==> config.mk <==
export PLATFORM = sky130hd
export DESIGN_NAME = matmul_sp_writeback_flat
export DESIGN_NICKNAME = d
export VERILOG_FILES = /design/src/rtl/matmul_sp_writeback_pkg.sv /design/src/rtl/matmul_sp_writeback_if.sv /design/src/rtl/matmul_sp_bank.sv /design/src/rtl/matmul_sp_writeback.sv /design/src/flat_wrapper.sv
export SDC_FILE = /design/constraint.sdc
export NUM_CORES = 1
export LEC_CHECK = 0
export CORE_MARGIN = 5
export CORE_UTILIZATION = 31
export CTS_CLUSTER_SIZE = 8
export DETAILED_ROUTE_END_ITERATION = 8
export REMOVE_ABC_BUFFERS = 1
export SYNTH_ARGS = -nofsm -noshare
export SYNTH_HDL_FRONTEND = slang
export SYNTH_SLANG_ARGS = --single-unit
export TNS_END_PERCENT = 100
==> constraint.sdc <==
create_clock -name clk_i -period 26.2 [get_ports clk_i]
set_input_delay 3.93 -clock clk_i [delete_from_list [all_inputs] [get_ports clk_i]]
set_output_delay 3.93 -clock clk_i [all_outputs]
set_load 0.01 [all_outputs]
==> src/rtl/matmul_sp_writeback_pkg.sv <==
// Shared sizing, FSM encoding and slice helpers for the matmul result scratchpad.
// Used by both the calc unit and the writeback/scratchpad block.
package matmul_sp_writeback_pkg;
  localparam int DATA_WIDTH  = 8;
  localparam int BUS_WIDTH   = 16;
  localparam int SP_NTARGETS = 4;

  localparam int MAX_DIM = BUS_WIDTH / DATA_WIDTH;
  localparam int EW      = 2 * DATA_WIDTH;
  localparam int RW      = MAX_DIM * EW;
  localparam int MW      = MAX_DIM * MAX_DIM * EW;
  localparam int NF      = MAX_DIM * MAX_DIM;
  localparam int TW      = $clog2(SP_NTARGETS);
  localparam int DW      = $clog2(MAX_DIM);
  localparam int AW      = TW + 2 * DW;
  localparam int NROWS   = SP_NTARGETS * MAX_DIM;

  typedef enum logic [1:0] {
    ST_IDLE  = 2'd0,
    ST_WRITE = 2'd1,
    ST_DONE  = 2'd2
  } wb_state_e;

  function automatic logic [RW-1:0] get_row(input logic [MW-1:0] m, input logic [DW-1:0] r);
    return m[int'(r) * RW +: RW];
  endfunction

  function automatic logic [EW-1:0] get_elem(input logic [RW-1:0] row, input logic [DW-1:0] c);
    return row[int'(c) * EW +: EW];
  endfunction
endpackage

==> src/rtl/matmul_sp_writeback_if.sv <==
// Signal bundle between the calc unit / bus side and the result scratchpad.
// enable_w_i is a single-cycle pulse with no back-pressure; rd_valid_o marks the cycle rd_data_o is fresh.
interface matmul_sp_writeback_if;
  import matmul_sp_writeback_pkg::*;

  logic            enable_w_i;
  logic [MW-1:0]   c_matrix_i;
  logic [NF-1:0]   flags_i;
  logic [TW-1:0]   wr_target_i;
  logic [TW-1:0]   bias_target_i;
  logic            rd_en_i;
  logic [AW-1:0]   rd_addr_i;
  logic [BUS_WIDTH-1:0] rd_data_o;
  logic            rd_valid_o;
  logic [MW-1:0]   c_bias_o;
  logic [NF-1:0]   flags_o;
  logic            busy_o;
  logic            wr_done_o;
  logic            overrun_o;
  wb_state_e       state_o;

  modport master (
    output enable_w_i, c_matrix_i, flags_i, wr_target_i, bias_target_i, rd_en_i, rd_addr_i,
    input  rd_data_o, rd_valid_o, c_bias_o, flags_o, busy_o, wr_done_o, overrun_o, state_o
  );

  modport slave (
    input  enable_w_i, c_matrix_i, flags_i, wr_target_i, bias_target_i, rd_en_i, rd_addr_i,
    output rd_data_o, rd_valid_o, c_bias_o, flags_o, busy_o, wr_done_o, overrun_o, state_o
  );
endinterface

==> src/rtl/matmul_sp_bank.sv <==
// Flop-based result storage: one row write port, one registered element read port
// and one registered full-slot read port (the C-bias operand).
module matmul_sp_bank
  import matmul_sp_writeback_pkg::*;
(
  input  logic              clk_i,
  input  logic              rst_i,
  input  logic              i_wr_en,
  input  logic [TW+DW-1:0]  i_wr_row,
  input  logic [RW-1:0]     i_wr_data,
  input  logic              i_rd_en,
  input  logic [AW-1:0]     i_rd_addr,
  output logic [EW-1:0]     o_rd_data,
  output logic              o_rd_valid,
  input  logic [TW-1:0]     i_slot_sel,
  output logic [MW-1:0]     o_slot_data
);
  logic [RW-1:0] r_mem [NROWS];
  logic [EW-1:0] r_rd_data;
  logic          r_rd_valid;
  logic [MW-1:0] r_slot;
  logic [MW-1:0] w_slot;

  always_ff @(posedge clk_i or posedge rst_i) begin
    if (rst_i) begin
      for (int i = 0; i < NROWS; i++) r_mem[i] <= '0;
    end else if (i_wr_en) begin
      r_mem[i_wr_row] <= i_wr_data;
    end
  end

  // Reads sample storage before this edge's row write lands (read-before-write).
  always_ff @(posedge clk_i or posedge rst_i) begin
    if (rst_i) begin
      r_rd_data  <= '0;
      r_rd_valid <= 1'b0;
    end else begin
      r_rd_valid <= i_rd_en;
      if (i_rd_en) r_rd_data <= get_elem(r_mem[i_rd_addr[AW-1:DW]], i_rd_addr[DW-1:0]);
    end
  end

  always_comb begin
    w_slot = '0;
    for (int r = 0; r < MAX_DIM; r++) w_slot[r*RW +: RW] = r_mem[{i_slot_sel, DW'(r)}];
  end

  always_ff @(posedge clk_i or posedge rst_i) begin
    if (rst_i) r_slot <= '0;
    else       r_slot <= w_slot;
  end

  assign o_rd_data   = r_rd_data;
  assign o_rd_valid  = r_rd_valid;
  assign o_slot_data = r_slot;
endmodule

==> src/rtl/matmul_sp_writeback.sv <==
// Captures a one-cycle result pulse from the calc unit and streams it row by row
// into a scratchpad slot; serves element reads and the C-bias operand.
module matmul_sp_writeback
  import matmul_sp_writeback_pkg::*;
(
  input  logic clk_i,
  input  logic rst_i,
  matmul_sp_writeback_if.slave bus
);
  wb_state_e     r_state;
  logic [MW-1:0] r_stage_m;
  logic [NF-1:0] r_stage_f;
  logic [TW-1:0] r_stage_t;
  logic [DW-1:0] r_cnt;
  logic          r_busy;
  logic          r_done;
  logic [NF-1:0] r_flags;
  logic          r_overrun;

  logic              w_wr_en;
  logic [TW+DW-1:0]  w_wr_row;
  logic [RW-1:0]     w_wr_data;
  logic [EW-1:0]     w_rd_data;
  logic              w_rd_valid;
  logic [MW-1:0]     w_bias;

  // A pulse arriving outside IDLE is dropped and only recorded in the sticky overrun flag.
  always_ff @(posedge clk_i or posedge rst_i) begin
    if (rst_i) begin
      r_state   <= ST_IDLE;
      r_stage_m <= '0;
      r_stage_f <= '0;
      r_stage_t <= '0;
      r_cnt     <= '0;
      r_busy    <= 1'b0;
      r_done    <= 1'b0;
      r_flags   <= '0;
      r_overrun <= 1'b0;
    end else begin
      r_done <= 1'b0;
      case (r_state)
        ST_IDLE: begin
          if (bus.enable_w_i) begin
            r_stage_m <= bus.c_matrix_i;
            r_stage_f <= bus.flags_i;
            r_stage_t <= bus.wr_target_i;
            r_cnt     <= '0;
            r_busy    <= 1'b1;
            r_state   <= ST_WRITE;
          end
        end
        ST_WRITE: begin
          if (bus.enable_w_i) r_overrun <= 1'b1;
          r_cnt <= r_cnt + DW'(1);
          if (r_cnt == DW'(MAX_DIM - 1)) r_state <= ST_DONE;
        end
        ST_DONE: begin
          if (bus.enable_w_i) r_overrun <= 1'b1;
          r_done  <= 1'b1;
          r_flags <= r_stage_f;
          r_busy  <= 1'b0;
          r_state <= ST_IDLE;
        end
        default: r_state <= ST_IDLE;
      endcase
    end
  end

  assign w_wr_en   = (r_state == ST_WRITE);
  assign w_wr_row  = {r_stage_t, r_cnt};
  assign w_wr_data = get_row(r_stage_m, r_cnt);

  matmul_sp_bank u_bank (
    .clk_i       (clk_i),
    .rst_i       (rst_i),
    .i_wr_en     (w_wr_en),
    .i_wr_row    (w_wr_row),
    .i_wr_data   (w_wr_data),
    .i_rd_en     (bus.rd_en_i),
    .i_rd_addr   (bus.rd_addr_i),
    .o_rd_data   (w_rd_data),
    .o_rd_valid  (w_rd_valid),
    .i_slot_sel  (bus.bias_target_i),
    .o_slot_data (w_bias)
  );

  assign bus.rd_data_o  = w_rd_data;
  assign bus.rd_valid_o = w_rd_valid;
  assign bus.c_bias_o   = w_bias;
  assign bus.flags_o    = r_flags;
  assign bus.busy_o     = r_busy;
  assign bus.wr_done_o  = r_done;
  assign bus.overrun_o  = r_overrun;
  assign bus.state_o    = r_state;
endmodule

==> src/flat_wrapper.sv <==
// flat-port wrapper written by rule: the top's interface ports become plain ports
module matmul_sp_writeback_flat import matmul_sp_writeback_pkg::*;
  (clk_i, rst_i, bus_enable_w_i, bus_c_matrix_i, bus_flags_i, bus_wr_target_i, bus_bias_target_i, bus_rd_en_i, bus_rd_addr_i, bus_rd_data_o, bus_rd_valid_o, bus_c_bias_o, bus_flags_o, bus_busy_o, bus_wr_done_o, bus_overrun_o, bus_state_o);
  matmul_sp_writeback_if bus_i ();
  input  logic clk_i;
  input  logic rst_i;
  input wire logic [$bits(bus_i.enable_w_i)-1:0] bus_enable_w_i;
  input wire logic [$bits(bus_i.c_matrix_i)-1:0] bus_c_matrix_i;
  input wire logic [$bits(bus_i.flags_i)-1:0] bus_flags_i;
  input wire logic [$bits(bus_i.wr_target_i)-1:0] bus_wr_target_i;
  input wire logic [$bits(bus_i.bias_target_i)-1:0] bus_bias_target_i;
  input wire logic [$bits(bus_i.rd_en_i)-1:0] bus_rd_en_i;
  input wire logic [$bits(bus_i.rd_addr_i)-1:0] bus_rd_addr_i;
  output wire logic [$bits(bus_i.rd_data_o)-1:0] bus_rd_data_o;
  output wire logic [$bits(bus_i.rd_valid_o)-1:0] bus_rd_valid_o;
  output wire logic [$bits(bus_i.c_bias_o)-1:0] bus_c_bias_o;
  output wire logic [$bits(bus_i.flags_o)-1:0] bus_flags_o;
  output wire logic [$bits(bus_i.busy_o)-1:0] bus_busy_o;
  output wire logic [$bits(bus_i.wr_done_o)-1:0] bus_wr_done_o;
  output wire logic [$bits(bus_i.overrun_o)-1:0] bus_overrun_o;
  output wire logic [$bits(bus_i.state_o)-1:0] bus_state_o;
  assign bus_i.enable_w_i = bus_enable_w_i;
  assign bus_i.c_matrix_i = bus_c_matrix_i;
  assign bus_i.flags_i = bus_flags_i;
  assign bus_i.wr_target_i = bus_wr_target_i;
  assign bus_i.bias_target_i = bus_bias_target_i;
  assign bus_i.rd_en_i = bus_rd_en_i;
  assign bus_i.rd_addr_i = bus_rd_addr_i;
  assign bus_rd_data_o = bus_i.rd_data_o;
  assign bus_rd_valid_o = bus_i.rd_valid_o;
  assign bus_c_bias_o = bus_i.c_bias_o;
  assign bus_flags_o = bus_i.flags_o;
  assign bus_busy_o = bus_i.busy_o;
  assign bus_wr_done_o = bus_i.wr_done_o;
  assign bus_overrun_o = bus_i.overrun_o;
  assign bus_state_o = bus_i.state_o;
  matmul_sp_writeback u_core (.clk_i(clk_i), .rst_i(rst_i), .bus(bus_i));
endmodule
==> results.cfg, run 1 <==
[final_layout]
drive_above_1_share_pct = 22.1
finish.instance_area_mm2 = 0.0219
nFillCells = 5555
final_nets = 1584
area_growth_pct = 20.6
fin_cells = 2274

[worst_setup_path]
worstPathArrival_ns = 6.61
worst_setup_path_end_kind = asynchronous set/reset pin
reg2reg_slack_ns = 23.15
path_cells = clkdlybuf4s50_1 -> inv_8 -> buf_4 -> buf_4
worst_path_largest_cell_delay_ns = 0.78
critPathRequiredTime_ns = 26.81
crit_buf_inv = 4
cp_top_family = buffers and inverters
crit_fanout = 98
cp-start-kind = primary input
worst_path_max_delay_cell = buf_4
cpMostUsedCell = buf_4
path_class = in2async

[place]
place_area_mm2 = 0.0204
port_buffers = 169
place_inst = 2205
dpl.hpwl_um = 27800
gp_congestion = 0.739
place_ws_ns = 19.43

[drt]
vias = 11467
drt_wl_total_um = 47100
vias_per_cell = 5.04
drcViolationCount = 0
firstDrtPassIters = 5
dr.first_iter.drc_count = 807
routedWlPerCell_um = 20.7
ant_nets = 0

[sta]
holdWs_ns = 0.465
finClkSkew_ns = 0.0204
fin_setup_tns_ns = 0
finalHoldViolations = 0
drv_slew = 0
grt_setup_unrepaired = no
fin_ws_ns = 20.19
layout_worst_path_cycle_share_pct = 22.9
worst_slew_pin_slew_ns = 1.15
setup_viol = 0
fmax_ghz = 0.167
period_minus_slack_ns = 6.01
maxSlewHeadroom_pct = 23.0

[power]
comb_power_share_pct = 33.9
p_sw_share_pct = 33.8
vdd_drop_max_uv = 81.0
internal_power_uw = 1830
seqPwrFrac_pct = 42.5
p_per_area_mw_per_mm2 = 126
p_clk_share_pct = 23.6
p_leak_uw = 0.00897
p_switching_uw = 934

[synthesis]
synth-edff-count = 0
synthFlopType = dfrtp_1
ys_top_cells_by_area = dfrtp_1 (57%), mux4_2 (16%), mux2_2 (4.6%)
synth_most_common_cell = dfrtp_1
synth_area_mm2 = 0.0182
ys_ff_latch = 417
synth_top_area_cell = dfrtp_1
ys.warnings.count = 0
ys_async_sr_fraction_pct = 100
yosysTopAreaCellShare_pct = 57.3
synth.avg_cell_area_um2 = 13.3
synth_cell_type_count = 37
synth_common_cells = dfrtp_1 (417), nor2_1 (145), nand2_1 (131)
synthCells = 1367
yosysSeqAreaShare_pct = 57.3

[global_routing]
grt_pass1_wl_um = 73800
antenna_found_initial = 1
grt_max_degree = 192
grt_pass1_vias = 12350
grt_overflow_total = 0
grt_usage_pct = 14.8

[clock_network]
clock_latency_ns = 0.60
htree_levels = 2
cts_root_buffer = clkbuf_16
cts_buffers = 58
hold_buffers = 0
clk_path_buf_depth = 3
postCtsSetupRepairBufs = 0
clkTransAtPathRegs_ns = 0.05
cts_tree = yes
clock-sinks = 417
cts_resized = 0

[flow_run]
max_cap_viol_count = 0

[die]
die_area_mm2 = 0.0637
ios = 170
start_util_pct = 31.4
core_mm2 = 0.0579
die_w_um = 252
rows = 88
dieHeight_um = 252

[worst_hold_path]
holdCritPathClass = reg2reg

[status]
status = complete, no violations
[power groups by stage]
| stage | clock network (uW) | logic [uW] | registers, uW |
|---|---|---|---|
| after global routing | 700 | 1040 | 1210 |
| after floorplan | 0 | 597 | 1150 |
| after global placement | 0 | 923 | 1170 |
| after detailed placement | 0 | 949 | 1190 |
| after CTS | 676 | 954 | 1180 |
| final | 653 | 938 | 1180 |
[through the flow]
| stage | total power (uW) | utilization, % |
|---|---|---|
| after floorplan | 1740 | - |
| after global placement | 2090 | 35.3 |
| after detailed placement | 2130 | 35.3 |
| after CTS | 2810 | 37.9 |
| after global routing | 2950 | 37.9 |
| final | 2770 | 37.9 |
[layout make-up]
cell class                      count  area (um2)  area share, %
Multi-Input combinational cell    839        7240           33.0
Inverter                            4        22.5          0.103
Antenna cell                        1        2.50         0.0114
Clock inverter                      3        33.8          0.154
Sequential cell                   417       10400           47.6
Clock buffer                       65        1490           6.78
Timing Repair Buffer              180        1770           8.06
Tap cell                          765         957           4.36
[routing by layer]
metal	vias up	GRT usage [%]	part of all wire, %	routed length (um)
met1	5862	20.2	44	20700
met3	74	3.80	6.6	3110
met4	0	4.08	2.3	1090
li1	5220	-	-	-
met5	-	0	0	0
met2	311	23.7	47	22200
[worst paths after layout]
path / start / end / cells after the start
max in group clk_i: u_core.u_bank.o_rd_data[14] / bus_rd_data_o[14] / 1
hold reg to reg: u_core.bus.overrun_o / u_core.bus.overrun_o / 1
min in group asynchronous: rst_i / u_core.bus.wr_done_o / 2
hold / removal: u_core.bus.overrun_o / u_core.bus.overrun_o / 1
setup / recovery: rst_i / u_core.u_bank.r_mem[16] / 4
setup reg to reg: u_core.bus.state_o[1] / u_core.u_bank.r_mem[67] / 6
[state kept, by name, indices dropped and copies added (netlist names)]
signal                     cells
u_core.u_bank.o_rd_data       16
u_core.bus.overrun_o           1
u_core.bus.state_o             2
u_core.r_stage_f               4
u_core.r_cnt                   1
u_core.bus.busy_o              1
u_core.u_bank.o_rd_valid       1
u_core.bus.wr_done_o           1
u_core.u_bank.o_slot_data     64
u_core.u_bank.r_mem          256
u_core.r_stage_m              64
u_core.r_stage_t               2
u_core.bus.flags_o             4
[logic make-up after synthesis]
family	Yosys count	synth area share (%)
buf+inv	111	3.31
simple gates	288	6.42
flops	417	57.3
compound gates	296	8.95
fa+ha+maj	4	0.275
mux	251	23.7
[cells in the final DEF, fill, tap and decap left out, drive strengths merged, types with 2 or more instances in the layout]
master,Yosys,routed
dfrtp,417,417
clkdlybuf4s50,0,163
nor2,145,145
o21ai,132,132
nand2,131,131
a21oi,130,130
mux4,128,128
mux2,75,75
clkbuf,28,65
mux2i,48,48
buf,79,17
o22ai,16,16
a221oi,16,16
inv,4,6
ha,4,4
nand4b,3,3
nor4bb,2,2
(Power assumes the default switching activity.)
==> run 2, diff against run 1 <==
Clock period 26.2 ns to 6 ns, I/O delays scaled along.
==> run 2 against run 1 <==
  * Combinational power rose to 4.4 times the previous value
  * Via count up 0.20%
  * Sequential power rose to 4.4 times the previous value
  * Routed wire length up 0.53%
  * Global-route usage up 0.063 points
  * Utilization up 0.24 points
  * Cell count about the same
  * Total power rose to 4.4 times the previous value
  * Register-to-register slack worse by 20 ns
  * Clock power rose to 4.6 times the previous value
==> results.cfg, run 2 (same netlist as run 1, synthesis figures left out) <==
[status]
status = complete, no violations

[drt]
drcViolationCount = 0
dr.first_iter.drc_count = 732
vias = 11490
firstDrtPassIters = 4
ant_nets = 0
drt_wl_total_um = 47300
routedWlPerCell_um = 20.8
vias_per_cell = 5.05

[power]
p_sw_share_pct = 33.8
seqPwrFrac_pct = 41.9
p_clk_share_pct = 24.7
p_switching_uw = 4150
p_per_area_mw_per_mm2 = 556
internal_power_uw = 8140
vdd_drop_max_uv = 396
p_leak_uw = 0.00904
comb_power_share_pct = 33.4
finalPower_uw = 12300

[clock_network]
cts_tree = yes
cts_resized = 0
clock-sinks = 417
clkTransAtPathRegs_ns = 0.05
clk_path_buf_depth = 3
htree_levels = 2
cts_buffers = 59
postCtsSetupRepairBufs = 0
clock_latency_ns = 0.61
cts_root_buffer = clkbuf_16
hold_buffers = 0

[flow_run]
max_cap_viol_count = 0

[worst_setup_path]
worstSetupStartpoint = u_core.bus.state_o[1]
cp-start-kind = flip-flop
critPathRequiredTime_ns = 6.47
worstReg2RegStart = u_core.bus.state_o[1]
regToRegEndpoint = u_core.u_bank.r_mem[157]
worstPathArrival_ns = 3.19
reg2reg_slack_ns = 3.28
worst_setup_path_end_kind = flip-flop
path_class = reg2reg
crit_fanout = 64
r2r_cells = 4

[sta]
layout_worst_path_cycle_share_pct = 45.3
fin_ws_ns = 3.28
maxSlewHeadroom_pct = 27.9
drv_slew = 0
grt_setup_unrepaired = no
setup_viol = 0
finClkSkew_ns = 0.0177
period_minus_slack_ns = 2.72
finalHoldViolations = 0
fmax_ghz = 0.368
worst_slew_pin_slew_ns = 1.08

[final_layout]
finish.instance_area_mm2 = 0.0221
largest_register_ffs = 256
drive_above_1_share_pct = 22.6
largest_register = u_core.u_bank.r_mem
final_nets = 1586
layout_common_cells = dfrtp_1 (416), clkdlybuf4s50_1 (163), nor2_1 (145)
area_growth_pct = 21.4
diodes = 0
mostFrequentLayoutCell = dfrtp_1

[place]
place_area_mm2 = 0.0204
port_buffers = 169
dpl.hpwl_um = 28600
gp_congestion = 0.751
place_ws_ns = 3.09

[worst_hold_path]
hold_end = u_core.bus.overrun_o
holdCritPathClass = reg2reg
min_from = u_core.bus.overrun_o
hold_depth = 1

[global_routing]
grt_pass1_wl_um = 74300
antenna_found_initial = 3
grt_max_degree = 146
grt_overflow_total = 0
grt_usage_pct = 14.9
grt_pass1_vias = 12410

[die]
ios = 170
start_util_pct = 31.4
rows = 88
die_w_um = 252
die_area_mm2 = 0.0637
core_mm2 = 0.0579
dieHeight_um = 252
## run 2: final cells by class
type / instances / area (um2)
timing repair buffer: 181 / 1790
sequential: 417 / 10400
tap: 765 / 957
fill: 5515 / 35800
clock inverter: 4 / 85.1
multi-input combinational: 839 / 7240
inverter: 4 / 22.5
clock buffer: 65 / 1560
## run 2: critical path, cell delays in order (launching register included)
cell      delay, ns
dfrtp_1        0.40
inv_1          0.12
ha_1           0.58
nand4b_4       0.94
o21ai_0        0.52
## run 2: power by group through the flow
stage / combinational [uW] / sequential (uW) / clock (uW)
floorplan: 2610 / 5000 / 0
global placement: 4060 / 5110 / 0
detailed placement: 4190 / 5180 / 0
CTS: 4190 / 5160 / 3130
global route: 4540 / 5320 / 3250
finish: 4110 / 5150 / 3030
## run 2: worst max-delay path by stage
stage / endpoint / slack (ns) / cells after the start
after floorplan: u_core.bus.busy_o / -6.51 / 1
after global placement: u_core.u_bank.o_rd_data[6] / 3.08 / 4
after detailed placement: u_core.u_bank.o_rd_data[4] / 3.09 / 4
after CTS: u_core.u_bank.r_mem[157] / 3.25 / 4
after global routing: u_core.u_bank.r_mem[157] / 3.03 / 4
final: u_core.u_bank.r_mem[157] / 3.28 / 4
## run 2: stage by stage
step                hold WS, ns  util, %  setup TNS, ns  cells
floorplan                 0.461        -       -2740.63   1260
global placement          0.445     35.3              0   2206
detailed placement        0.456     35.3              0   2206
CTS                       0.472     38.1              0   2275
global route              0.500     38.1              0   2275
finish                    0.463     38.1              0   2275
## run 2: routing by layer
layer,up-vias,track usage [%],share of wire [%]
li1,5212,-,-
met1,5914,19.8,43
met2,281,24.3,48
met3,79,3.99,6.3
met4,4,3.83,2.1
met5,-,0,0.046
